### config.mk
export PLATFORM = sky130hd
export DESIGN_NAME = addsub_pipe_flat
export DESIGN_NICKNAME = d
export VERILOG_FILES = /design/src/rtl/addsub_pipe_if.sv /design/src/rtl/addsub_pipe.sv /design/src/flat_wrapper.sv
export SDC_FILE = /design/constraint.sdc
export NUM_CORES = 1
export LEC_CHECK = 0
export BUFFER_PORTS_ARGS = -buffer_cell sky130_fd_sc_hd__buf_2
export CAP_MARGIN = 0
export CELL_PAD_IN_SITES_DETAIL_PLACEMENT = 1
export CELL_PAD_IN_SITES_GLOBAL_PLACEMENT = 1
export CORE_ASPECT_RATIO = 1.5
export CORE_MARGIN = 4
export CORE_UTILIZATION = 43
export DETAILED_ROUTE_END_ITERATION = 10
export HOLD_SLACK_MARGIN = 0.08
export PLACE_DENSITY_LB_ADDON = 0.1
export SLEW_MARGIN = 20
export SYNTH_ARGS = -nofsm -noshare
export SYNTH_HDL_FRONTEND = slang
export SYNTH_SLANG_ARGS = --single-unit
export TNS_END_PERCENT = 10
### constraint.sdc
create_clock -name clk -period 2.2 [get_ports clk]
set_input_delay 0.22 -clock clk [delete_from_list [all_inputs] [get_ports clk]]
set_output_delay 0.22 -clock clk [all_outputs]
set_load 0.005 [all_outputs]
### src/rtl/addsub_pipe_if.sv
// Stream interface for addsub_pipe: operand beats in, result beats out.
// The DUT takes the slave view; the producer/consumer side takes the master view.
interface addsub_pipe_if #(
    parameter int WIDTH = 16
);
    logic             in_valid;
    logic             in_ready;
    logic [WIDTH-1:0] a;
    logic [WIDTH-1:0] b;
    logic             sign;
    logic             out_valid;
    logic             out_ready;
    logic [WIDTH:0]   s;
    logic             ovf;

    modport master (
        output in_valid, a, b, sign, out_ready,
        input  in_ready, out_valid, s, ovf
    );

    modport slave (
        input  in_valid, a, b, sign, out_ready,
        output in_ready, out_valid, s, ovf
    );
endinterface

### src/rtl/addsub_pipe.sv
// Carry-segmented pipelined adder/subtractor.
// Stage k resolves SEG bits of the result using the carry registered by
// stage k-1, so the carry chain per cycle is only SEG bits long.
// All stages shift together when the output slot is free or being consumed.
module addsub_pipe #(
    parameter int WIDTH = 16,
    parameter int SEG   = 4
) (
    input  logic         clk,
    input  logic         rst,
    addsub_pipe_if.slave bus
);
    localparam int NSTG = WIDTH / SEG;

    if (WIDTH < 4 || WIDTH > 64) begin : g_bad_width
        $error("addsub_pipe: WIDTH must lie in 4..64");
    end
    if (SEG < 1 || (WIDTH % SEG) != 0) begin : g_bad_seg
        $error("addsub_pipe: WIDTH must be a multiple of SEG");
    end

    // One pipeline slot. Operands travel with the beat; bits below the
    // current segment are already folded into sum and are dead downstream.
    typedef struct packed {
        logic             valid;
        logic             sign;   // 1 = subtract
        logic             carry;  // carry into the next unresolved segment
        logic [WIDTH-1:0] sum;    // resolved low segments
        logic [WIDTH-1:0] a;      // operand a
        logic [WIDTH-1:0] bx;     // operand b, inverted when subtracting
    } stage_t;

    stage_t       stage_q [NSTG];
    stage_t       stage_d [NSTG];
    stage_t       src     [NSTG];
    logic         advance;
    logic [SEG:0] seg_sum;

    // Next-state for every stage: resolve one segment, or hold on stall.
    // NOTE: combinational blocks use blocking '=' so later statements see
    // earlier results (seg_sum is reused per stage); flops use '<='.
    always_comb begin
        advance = !stage_q[NSTG-1].valid || bus.out_ready;

        src[0].valid = bus.in_valid;
        src[0].sign  = bus.sign;
        src[0].carry = bus.sign;   // the +1 of a + ~b + 1
        src[0].sum   = '0;
        src[0].a     = bus.a;
        src[0].bx    = bus.sign ? ~bus.b : bus.b;
        for (int k = 1; k < NSTG; k++) begin
            src[k] = stage_q[k-1];
        end

        seg_sum = '0;
        for (int k = 0; k < NSTG; k++) begin
            seg_sum = {1'b0, src[k].a[k*SEG +: SEG]}
                    + {1'b0, src[k].bx[k*SEG +: SEG]}
                    + {{SEG{1'b0}}, src[k].carry};
            stage_d[k]                   = src[k];
            stage_d[k].sum[k*SEG +: SEG] = seg_sum[SEG-1:0];
            stage_d[k].carry             = seg_sum[SEG];
            if (!advance) begin
                stage_d[k] = stage_q[k];
            end
        end
    end

    // Pipeline registers with synchronous reset.
    // NOTE: the datapath fields are reset too, not just valid, because the
    // result and overflow outputs are required to read zero after reset.
    always_ff @(posedge clk) begin
        if (rst) begin
            for (int k = 0; k < NSTG; k++) begin
                stage_q[k] <= '0;
            end
        end else begin
            for (int k = 0; k < NSTG; k++) begin
                stage_q[k] <= stage_d[k];
            end
        end
    end

    // Outputs come straight from the last stage, so they hold while stalled.
    // For subtract the top bit is a borrow, i.e. the inverted carry-out.
    assign bus.in_ready  = advance;
    assign bus.out_valid = stage_q[NSTG-1].valid;
    assign bus.s         = {stage_q[NSTG-1].carry ^ stage_q[NSTG-1].sign,
                            stage_q[NSTG-1].sum};
    assign bus.ovf       = (stage_q[NSTG-1].a[WIDTH-1] == stage_q[NSTG-1].bx[WIDTH-1])
                        && (stage_q[NSTG-1].sum[WIDTH-1] != stage_q[NSTG-1].a[WIDTH-1]);
endmodule

### src/flat_wrapper.sv
// flat-port wrapper written by rule: the top's interface ports become plain ports
module addsub_pipe_flat 
#(
    parameter int WIDTH = 16,
    parameter int SEG   = 4
)
  (clk, rst, bus_in_valid, bus_a, bus_b, bus_sign, bus_out_ready, bus_in_ready, bus_out_valid, bus_s, bus_ovf);
  addsub_pipe_if #(.WIDTH(WIDTH)) bus_i ();
  input  logic clk;
  input  logic rst;
  input wire logic [$bits(bus_i.in_valid)-1:0] bus_in_valid;
  input wire logic [$bits(bus_i.a)-1:0] bus_a;
  input wire logic [$bits(bus_i.b)-1:0] bus_b;
  input wire logic [$bits(bus_i.sign)-1:0] bus_sign;
  input wire logic [$bits(bus_i.out_ready)-1:0] bus_out_ready;
  output wire logic [$bits(bus_i.in_ready)-1:0] bus_in_ready;
  output wire logic [$bits(bus_i.out_valid)-1:0] bus_out_valid;
  output wire logic [$bits(bus_i.s)-1:0] bus_s;
  output wire logic [$bits(bus_i.ovf)-1:0] bus_ovf;
  assign bus_i.in_valid = bus_in_valid;
  assign bus_i.a = bus_a;
  assign bus_i.b = bus_b;
  assign bus_i.sign = bus_sign;
  assign bus_i.out_ready = bus_out_ready;
  assign bus_in_ready = bus_i.in_ready;
  assign bus_out_valid = bus_i.out_valid;
  assign bus_s = bus_i.s;
  assign bus_ovf = bus_i.ovf;
  addsub_pipe #(.WIDTH(WIDTH), .SEG(SEG)) u_core (.clk(clk), .rst(rst), .bus(bus_i));
endmodule
# ---- Yosys cells after proc, flatten, opt, wreduce, memory -nomap -nowiden
# Memory sizes are Yosys's and may differ from the RTL's.
# Index checks and enable logic that the tools add are counted.
dict set report totals {
  ram_bits 204
  reg_bits 0
  word_cells 32
  out_inout_bits 20
  memories 1
  inputBits 37
}
# memory words width read_ports rd_ports_with_merged_regs write_ports line
set memory_table {}
lappend memory_table {u_core.stage_q 4 51 4 0 4 addsub_pipe.sv:33} ;# stage_t stage_q [NSTG];
dict set report classes {
  n_eq_ne 2
  n_addsub 8
  reduce_logical 3
  mux 12
  bitwise 6
}
# op n
set ops {}
lappend ops {{2-to-1 mux 51 bit} 8}
lappend ops {{adder 4 x 4 -> 5 bit} 4}
lappend ops {{adder 5 x 1 -> 5 bit} 4}
lappend ops {{2-to-1 mux 16 bit} 1}
lappend ops {{inverter 16 bit} 1}
lappend ops {{bitwise OR 1 bit} 4}
lappend ops {{2-to-1 mux 1 bit} 3}
lappend ops {{equality test 1 bit} 1}
lappend ops {{logical AND 1 bit} 1}
lappend ops {{logical NOT 1 bit} 1}
lappend ops {{logical OR 1 bit} 1}
lappend ops {{inequality test 1 bit} 1}
lappend ops {{bitwise XOR 1 bit} 1}

# ---- Longest topological paths before layout
# Gate-level depths: netlist of run 1.
dict set report depth {
  depth_word 6
  mapped_depth 7
  ltp_nobuf 6
}

# ---- Worst setup path before layout of run 1
# Ideal clock, no wire load.
dict set report synth_path {
  path_kind {reg2reg}
  start {memory u_core.stage_q[0][114] (netlist name)}
  end {memory u_core.stage_q[0][201] (netlist name)}
  stages_incl_launch_ff 6
  path_buffers 0
  t_arrival_ns 1.610
  required_ns 2.070
  setup_ns 0.130
  synth_period_minus_slack_ns 1.740
  slack_ns 0.460
  cell_sequence {dfxtp_1 fa_1 fa_1 a21o_1 a211oi_1 nor3_1}
}
# item line
set synth_lines {}
lappend synth_lines {{start: declaration} addsub_pipe.sv:33}

==> results of run 1 <==
## power breakdown
| group | switching [mW] | leakage (nW) | total (mW) | internal [mW] |
|---|---|---|---|---|
| clock | 0.675 | 0.150 | 1.67 | 1.00 |
| combinational | 0.204 | 1.04 | 0.379 | 0.175 |
| sequential | 0.0655 | 0.838 | 2.03 | 1.96 |
## cell usage in the layout, fill, tap and decap left out, types with 2 or more instances in the layout
cell type  instances
clkbuf_16          9
nand3b_1           6
dfxtp_1          102
nand2_1          153
o21ai_0            3
nor3_1             2
xor2_1             5
nor2_1            27
a2111o_1           3
fa_1               7
clkinv_2           2
ha_1              12
a211oi_1          21
clkbuf_1           2
nor2b_1            2
a21o_1             5
or3_1              2
a21oi_1           78
xnor2_1           16
o211ai_1           3
nand2b_1           3
bufinv_16          2
inv_1              8
buf_4              9
buf_2             55
## area by class of cell
| class | instances | area [um^2] |
|---|---|---|
| Sequential cell | 102 | 2040 |
| Inverter | 9 | 35.0 |
| Fill cell | 1201 | 4910 |
| Clock inverter | 5 | 81.3 |
| Tap cell | 115 | 144 |
| Timing Repair Buffer | 65 | 363 |
| Clock buffer | 11 | 233 |
| Multi-Input combinational cell | 356 | 1990 |
## worst reg2reg max path: stages, from the launching register on
cell and delay (ns):
dfxtp_1 0.33, fa_1 0.46, fa_1 0.42, a21o_1 0.20, a211oi_1 0.22, nor3_1 0.07
## routing by layer
layer / vias up / part of all wire / global-route usage
met5: - / 0 / 0
met4: 0 / 0.024 / 0.0707
met3: 18 / 0.034 / 0.0406
met2: 52 / 0.48 / 0.281
met1: 1582 / 0.46 / 0.206
li1: 1737 / - / -
## worst max-delay path by stage
stage / startpoint / to / slack (ns) / cells after the start
4_1_cts: u_core.stage_q[0][114]$_SDFFE_PP0P_ / u_core.stage_q[0][201]$_SDFFE_PP0P_ / 0.35 / 5
6_report: u_core.stage_q[0][114]$_SDFFE_PP0P_ / u_core.stage_q[0][201]$_SDFFE_PP0P_ / 0.35 / 5
2_1_floorplan: u_core.stage_q[0][114]$_SDFFE_PP0P_ / u_core.stage_q[0][201]$_SDFFE_PP0P_ / 0.46 / 5
3_3_place_gp: u_core.stage_q[0][114]$_SDFFE_PP0P_ / u_core.stage_q[0][201]$_SDFFE_PP0P_ / 0.36 / 5
3_5_place_dp: u_core.stage_q[0][114]$_SDFFE_PP0P_ / u_core.stage_q[0][201]$_SDFFE_PP0P_ / 0.36 / 5
5_1_grt: u_core.stage_q[0][114]$_SDFFE_PP0P_ / u_core.stage_q[0][201]$_SDFFE_PP0P_ / 0.28 / 5
## logic make-up (layout without fill, tap and decap cells)
group                      count (synthesis)  after routing
AOI/OAI and AO/OA                        116            116
xor gates and xnor gates                  21             21
adders and majority gates                 19             19
buffers and inverters                     61             90
DFF                                      102            102
muxes                                      1              1
and+or+nand+nor                          199            199
## through the flow
step | util | instance area [um^2] | total power, mW
final | 0.498 | 4880 | 4.08
after global routing | 0.498 | 4880 | 4.27
after CTS | 0.498 | 4880 | 4.12
after detailed placement | 0.466 | 4570 | 2.45
after global placement | 0.466 | 4570 | 2.44
after floorplan | - | 4350 | 2.33
==> key figures, run 1 <==
Status
  • Status: completed

Timing
  • RSZ-0062 raised after global routing: false
  • Layout Skew: 0.00811 ns
  • Slew @ Worst Pin: 0.731 ns
  • Post-layout min period: about 1.8 ns
  • Crit share post-route: 0.839
  • Final-report max-slew violation count: 0
  • Setup ws final: 0.355 ns
  • Fmax: 0.542 GHz
  • WHS: 0.118 ns
  • Final TNS setup: 0 ns
  • Final Hold Vio Count: 0
  • Slew HR: 0.513
  • Final-report setup violation count: 0

Synthesis
  • Seq/Total Area, Yosys: 0.469
  • Synth area leader: dfxtp_1
  • Synth Area in Adders: 0.0667
  • Post-synth EDFFs: 0
  • Cell with the most instances after synthesis: nand2_1
  • Multiplexer share of the synthesized area: 0.00345
  • Syn nets: 575
  • Simple-Gate Fraction of Synth Area: 0.185
  • Synth Instances: 519
  • Synth Register Bits: 102
  • Synth unique cells: 32
  • Post-Syn Area per Cell: about 8.4 um^2
  • Post-synth top cells: nand2_1 (153), dfxtp_1 (102), a21oi_1 (78)
  • Main combinational cell family by area after synthesis: simple AND/OR/NAND/NOR gates
  • Synth area leaders: dfxtp_1 (47%), nand2_1 (13%), a21oi_1 (9.0%), a211oi_1 (3.6%), ha_1 (3.4%)
  • Ys Warns: 0
  • Synth Area in XOR/XNOR: 0.0422
  • Mapped Area: 4350 um^2
  • Main synth FF type: dfxtp_1
  • Synth Area in Compound Gates: 0.158
  • Asr flop ratio synth: 0
  • Post-synth top area share: 0.469

Drt
  • Final WL: 9.53 mm
  • Post-DR vias/cell: 5.11
  • Detailed Route Iter0 Violations: 115
  • DR WL/cell: 14.4 um
  • Via count: 3,389
  • Post-DRT Antenna Nets: 0
  • Detailed Routing Iterations Pass 1: 4
  • # DRC: 0

Final layout
  • Finished Layout Cells: 663
  • Layout cells sized above 1: 0.151
  • Largest regs: u_core.stage_q x102
  • Register with the most flip-flops: u_core.stage_q
  • ANT cells: 0
  • Nets@finish: around 600
  • Synth-to-layout area growth: 12.2%
  • Max reg flops: 102

Global route
  • Total gr overflow: 0
  • First-pass GRT wire length: roughly 16 mm
  • Initial antenna violation count: 0
  • All-Layer GR Usage: 0.168
  • Largest net degree at the start of global routing: 74
  • Vias in the first global route: 3,390

Flow run
  • Max-Cap Viols: 0

Worst setup path
  • Crit Path Category: reg -> reg
  • WP buf/inv: 0
  • Top cell by count, worst path: fa_1
  • Max stage delay on crit path: 0.46 ns
  • CP endpoint kind: flip-flop
  • Critical path arrival: 2.05 ns
  • R2R Setup Slk: 0.35 ns
  • CP max-delay cell: fa_1
  • R2r endpoint: u_core.stage_q[0][201]$_SDFFE_PP0P_
  • Worst r2r src: u_core.stage_q[0][114]$_SDFFE_PP0P_
  • Critical path required time: 2.40 ns
  • Critical-path cell list: fa_1, fa_1, a21o_1, a211oi_1, nor3_1
  • Startpoint types: flip-flop
  • Critical path peak fanout: 2
  • R2R depth: 5
  • Top delay family on crit path: adder cells

Clocking
  • Post-cts sizing count: 0
  • Hold Buf Count CTS: 0
  • TritonCTS clock tree: built
  • Clk root buf: clkbuf_16
  • Htree depth: 3
  • Clock sinks: 102
  • CTS Buf Count: 9
  • Worst-skew pair later-pin latency: about 0.34 ns
  • CTS Buffer Depth: 2
  • Worst-path clk slew: 0.07 ns
  • Post-CTS Setup Inserts: 0

Pwr
  • P_leak: 2.03 nW
  • PwrDens: between 800 and 900 nW/um^2
  • Worst IR drop on VDD: 0.399 mV

Die
  • Core area: 9800 um^2
  • DIE AREA: 11,800 um^2
  • Ports: 57
  • Die Wd: around 90 um
  • Initial core utilization: 0.444
  • Die H: 131 um
  • Row cnt: 44

Placed design
  • Placer Congestion: around 0.80
  • Placed insts: 647
  • Pre-CTS setup slack: 0.356 ns
  • Port-buffer cells: 56
  • DP HPWL: 6.60 mm

Min path
  • Worst hold endpoint: u_core.stage_q[0][50]$_SDFFE_PP0P_
  • Hold Path Stages: 3
  • Class of the worst hold path: in -> reg
  • Worst Hold Launch: bus_in_valid
Power figures use the tool's default switching activity.
==> run 2: changes to the inputs <==
==> constraint.sdc (replaced) <==
create_clock -name clk -period 1.8 [get_ports clk]
set_input_delay 0.18 -clock clk [delete_from_list [all_inputs] [get_ports clk]]
set_output_delay 0.18 -clock clk [all_outputs]
set_load 0.005 [all_outputs]
==> key figures, run 2 (synthesis gave the netlist of run 1 again) <==
Timing
  • Final-report max-slew violation count: 0
  • Final Hold Vio Count: 0
  • Fmax: 0.590 GHz
  • Slew @ Worst Pin: 0.401 ns
  • Crit share post-route: 0.942
  • Post-layout min period: approximately 1.7 ns
  • Final-report setup violation count: 0
  • Layout Skew: 0.00771 ns
  • Setup ws final: 0.104 ns
  • Slew HR: 0.732
  • WHS: about 0.09 ns
  • RSZ-0062 raised after global routing: false

Die
  • DIE AREA: 11,800 um^2
  • Ports: 57
  • Core area: 9800 um^2
  • Die H: around 130 um
  • Initial core utilization: 0.444
  • Die Wd: between 90 and 100 um
  • Row cnt: 44

Final layout
  • Nets@finish: 609
  • Register with the most flip-flops: u_core.stage_q
  • Most frequent cells in the layout: nand2_1 (153), dfxtp_1 (102), a21oi_1 (78), buf_2 (55), nor2_1 (27)
  • Most common cell after layout, fill and taps aside: nand2_1
  • Fillcell total: roughly 1,200
  • Synth-to-layout area growth: 15.2%
  • ANT cells: 0
  • Largest regs: u_core.stage_q x102
  • Layout cells sized above 1: 0.165
  • Max reg flops: ~100

Clocking
  • Worst-skew pair later-pin latency: 0.34 ns
  • Htree depth: 3
  • Clk root buf: clkbuf_16
  • TritonCTS clock tree: built
  • Worst-path clk slew: 0.07 ns
  • Post-CTS Setup Inserts: 0
  • Clock sinks: 102
  • CTS Buffer Depth: 2
  • CTS Buf Count: 9

Global route
  • Initial antenna violation count: 0
  • All-Layer GR Usage: 0.172
  • Largest net degree at the start of global routing: 79
  • First-pass GRT wire length: 16.9 mm
  • Vias in the first global route: ~3,500
  • Total gr overflow: 0

Worst setup path
  • Top delay family on crit path: adder cells
  • CP max-delay cell: fa_2
  • R2R Setup Slk: 0.10 ns
  • Top cell by count, worst path: fa_2
  • Startpoint types: flip-flop
  • Critical path arrival: 1.91 ns
  • Crit Path Category: reg -> reg
  • R2r endpoint: u_core.stage_q[0][201]$_SDFFE_PP0P_
  • Critical path peak fanout: 2
  • Worst path depth: 5
  • CP endpoint kind: flip-flop
  • Critical path launch point: u_core.stage_q[0][114]$_SDFFE_PP0P_
  • R2R depth: 5
  • Critical path required time: 2.01 ns
  • Critical-path cell list: fa_2, fa_2, a21o_1, a211oi_1, nor3_1
  • Worst r2r src: u_core.stage_q[0][114]$_SDFFE_PP0P_
  • Max stage delay on crit path: 0.41 ns
  • WP buf/inv: 0

Drt
  • DR WL/cell: approximately 15 um
  • Detailed Route Iter0 Violations: ~110
  • Post-DR vias/cell: 5.07
  • Post-DRT Antenna Nets: 0
  • # DRC: 0
  • Detailed Routing Iterations Pass 1: 4
  • Final WL: 9.78 mm
  • Via count: 3,410

Placed design
  • Pre-CTS setup slack: -0.0126 ns
  • DP HPWL: a little under 7 mm
  • Port-buffer cells: 56
  • Placer Congestion: 0.755

Min path
  • Hold Path Stages: 3
  • Worst Hold Launch: bus_a[9]
  • Class of the worst hold path: in -> reg
  • Worst hold endpoint: u_core.stage_q[0][25]$_SDFFE_PP0P_

Pwr
  • Total power: 4.93 mW
  • Worst IR drop on VDD: between 0.4 and 0.5 mV
  • PwrDens: 983 nW/um^2
  • P_leak: 2.08 nW

Status
  • Status: completed

Flow run
  • Max-Cap Viols: 0
==> run 2: report_power, final <==
part | switching, mW | leakage [nW] | internal [mW]
Combinational | 0.254 | 1.09 | 0.233
Sequential | 0.0813 | 0.838 | 2.40
Clock | 0.846 | 0.150 | 1.12
==> run 2: how the worst max path moves through the flow <==
| stage | endpoint | slack [ns] |
|---|---|---|
| 2_1_floorplan | u_core.stage_q[0][201]$_SDFFE_PP0P_ | 0.06 |
| 3_3_place_gp | u_core.stage_q[0][201]$_SDFFE_PP0P_ | 0.02 |
| 3_5_place_dp | u_core.stage_q[0][201]$_SDFFE_PP0P_ | -0.01 |
| 4_1_cts | u_core.stage_q[0][150]$_SDFFE_PP0P_ | 0.03 |
| 5_1_grt | bus_in_ready | 0.02 |
| 6_report | u_core.stage_q[0][201]$_SDFFE_PP0P_ | 0.10 |
==> run 2: area by class of cell <==
class                   count  area [um^2]  area share
flip-flops and latches    102         2040       0.407
multi-input cells         356         2000       0.399
repair buffers             75          493      0.0983
clock buffers              11          243      0.0484
well taps                 115          144      0.0287
clock inverters             5         57.6      0.0115
inverters                   9         35.0     0.00698
==> run 2: worst register-to-register path, cell delays in order, from the launching register on <==
cell and delay (ns):
dfxtp_1 0.33, fa_2 0.41, fa_2 0.35, a21o_1 0.18, a211oi_1 0.22, nor3_1 0.08
==> run 2: through the flow <==
stage	setup TNS [ns]	util	instance area [um^2]	instances
after floorplan	0	-	4350	519
after global placement	0	0.473	4630	650
after detailed placement	-0.0126	0.473	4630	650
after CTS	0	0.511	5000	673
after global routing	0	0.512	5020	673
final	0	0.512	5020	673
==> run 2: repair_timing <==
item,in CTS,in global routing
endpoints found under the hold margin,7,0
gates resized for setup,1,4
setup endpoints to repair,1,4
gates cloned,0,0
hold buffers,7,0
==> run 2: metal layers <==
metal,vias to the layer above,track usage,wire [um]
li1,1764,-,-
met2,46,0.298,4940
met1,1591,0.214,4410
met4,0,0.0596,137
met5,-,0,0
met3,9,0.0309,297
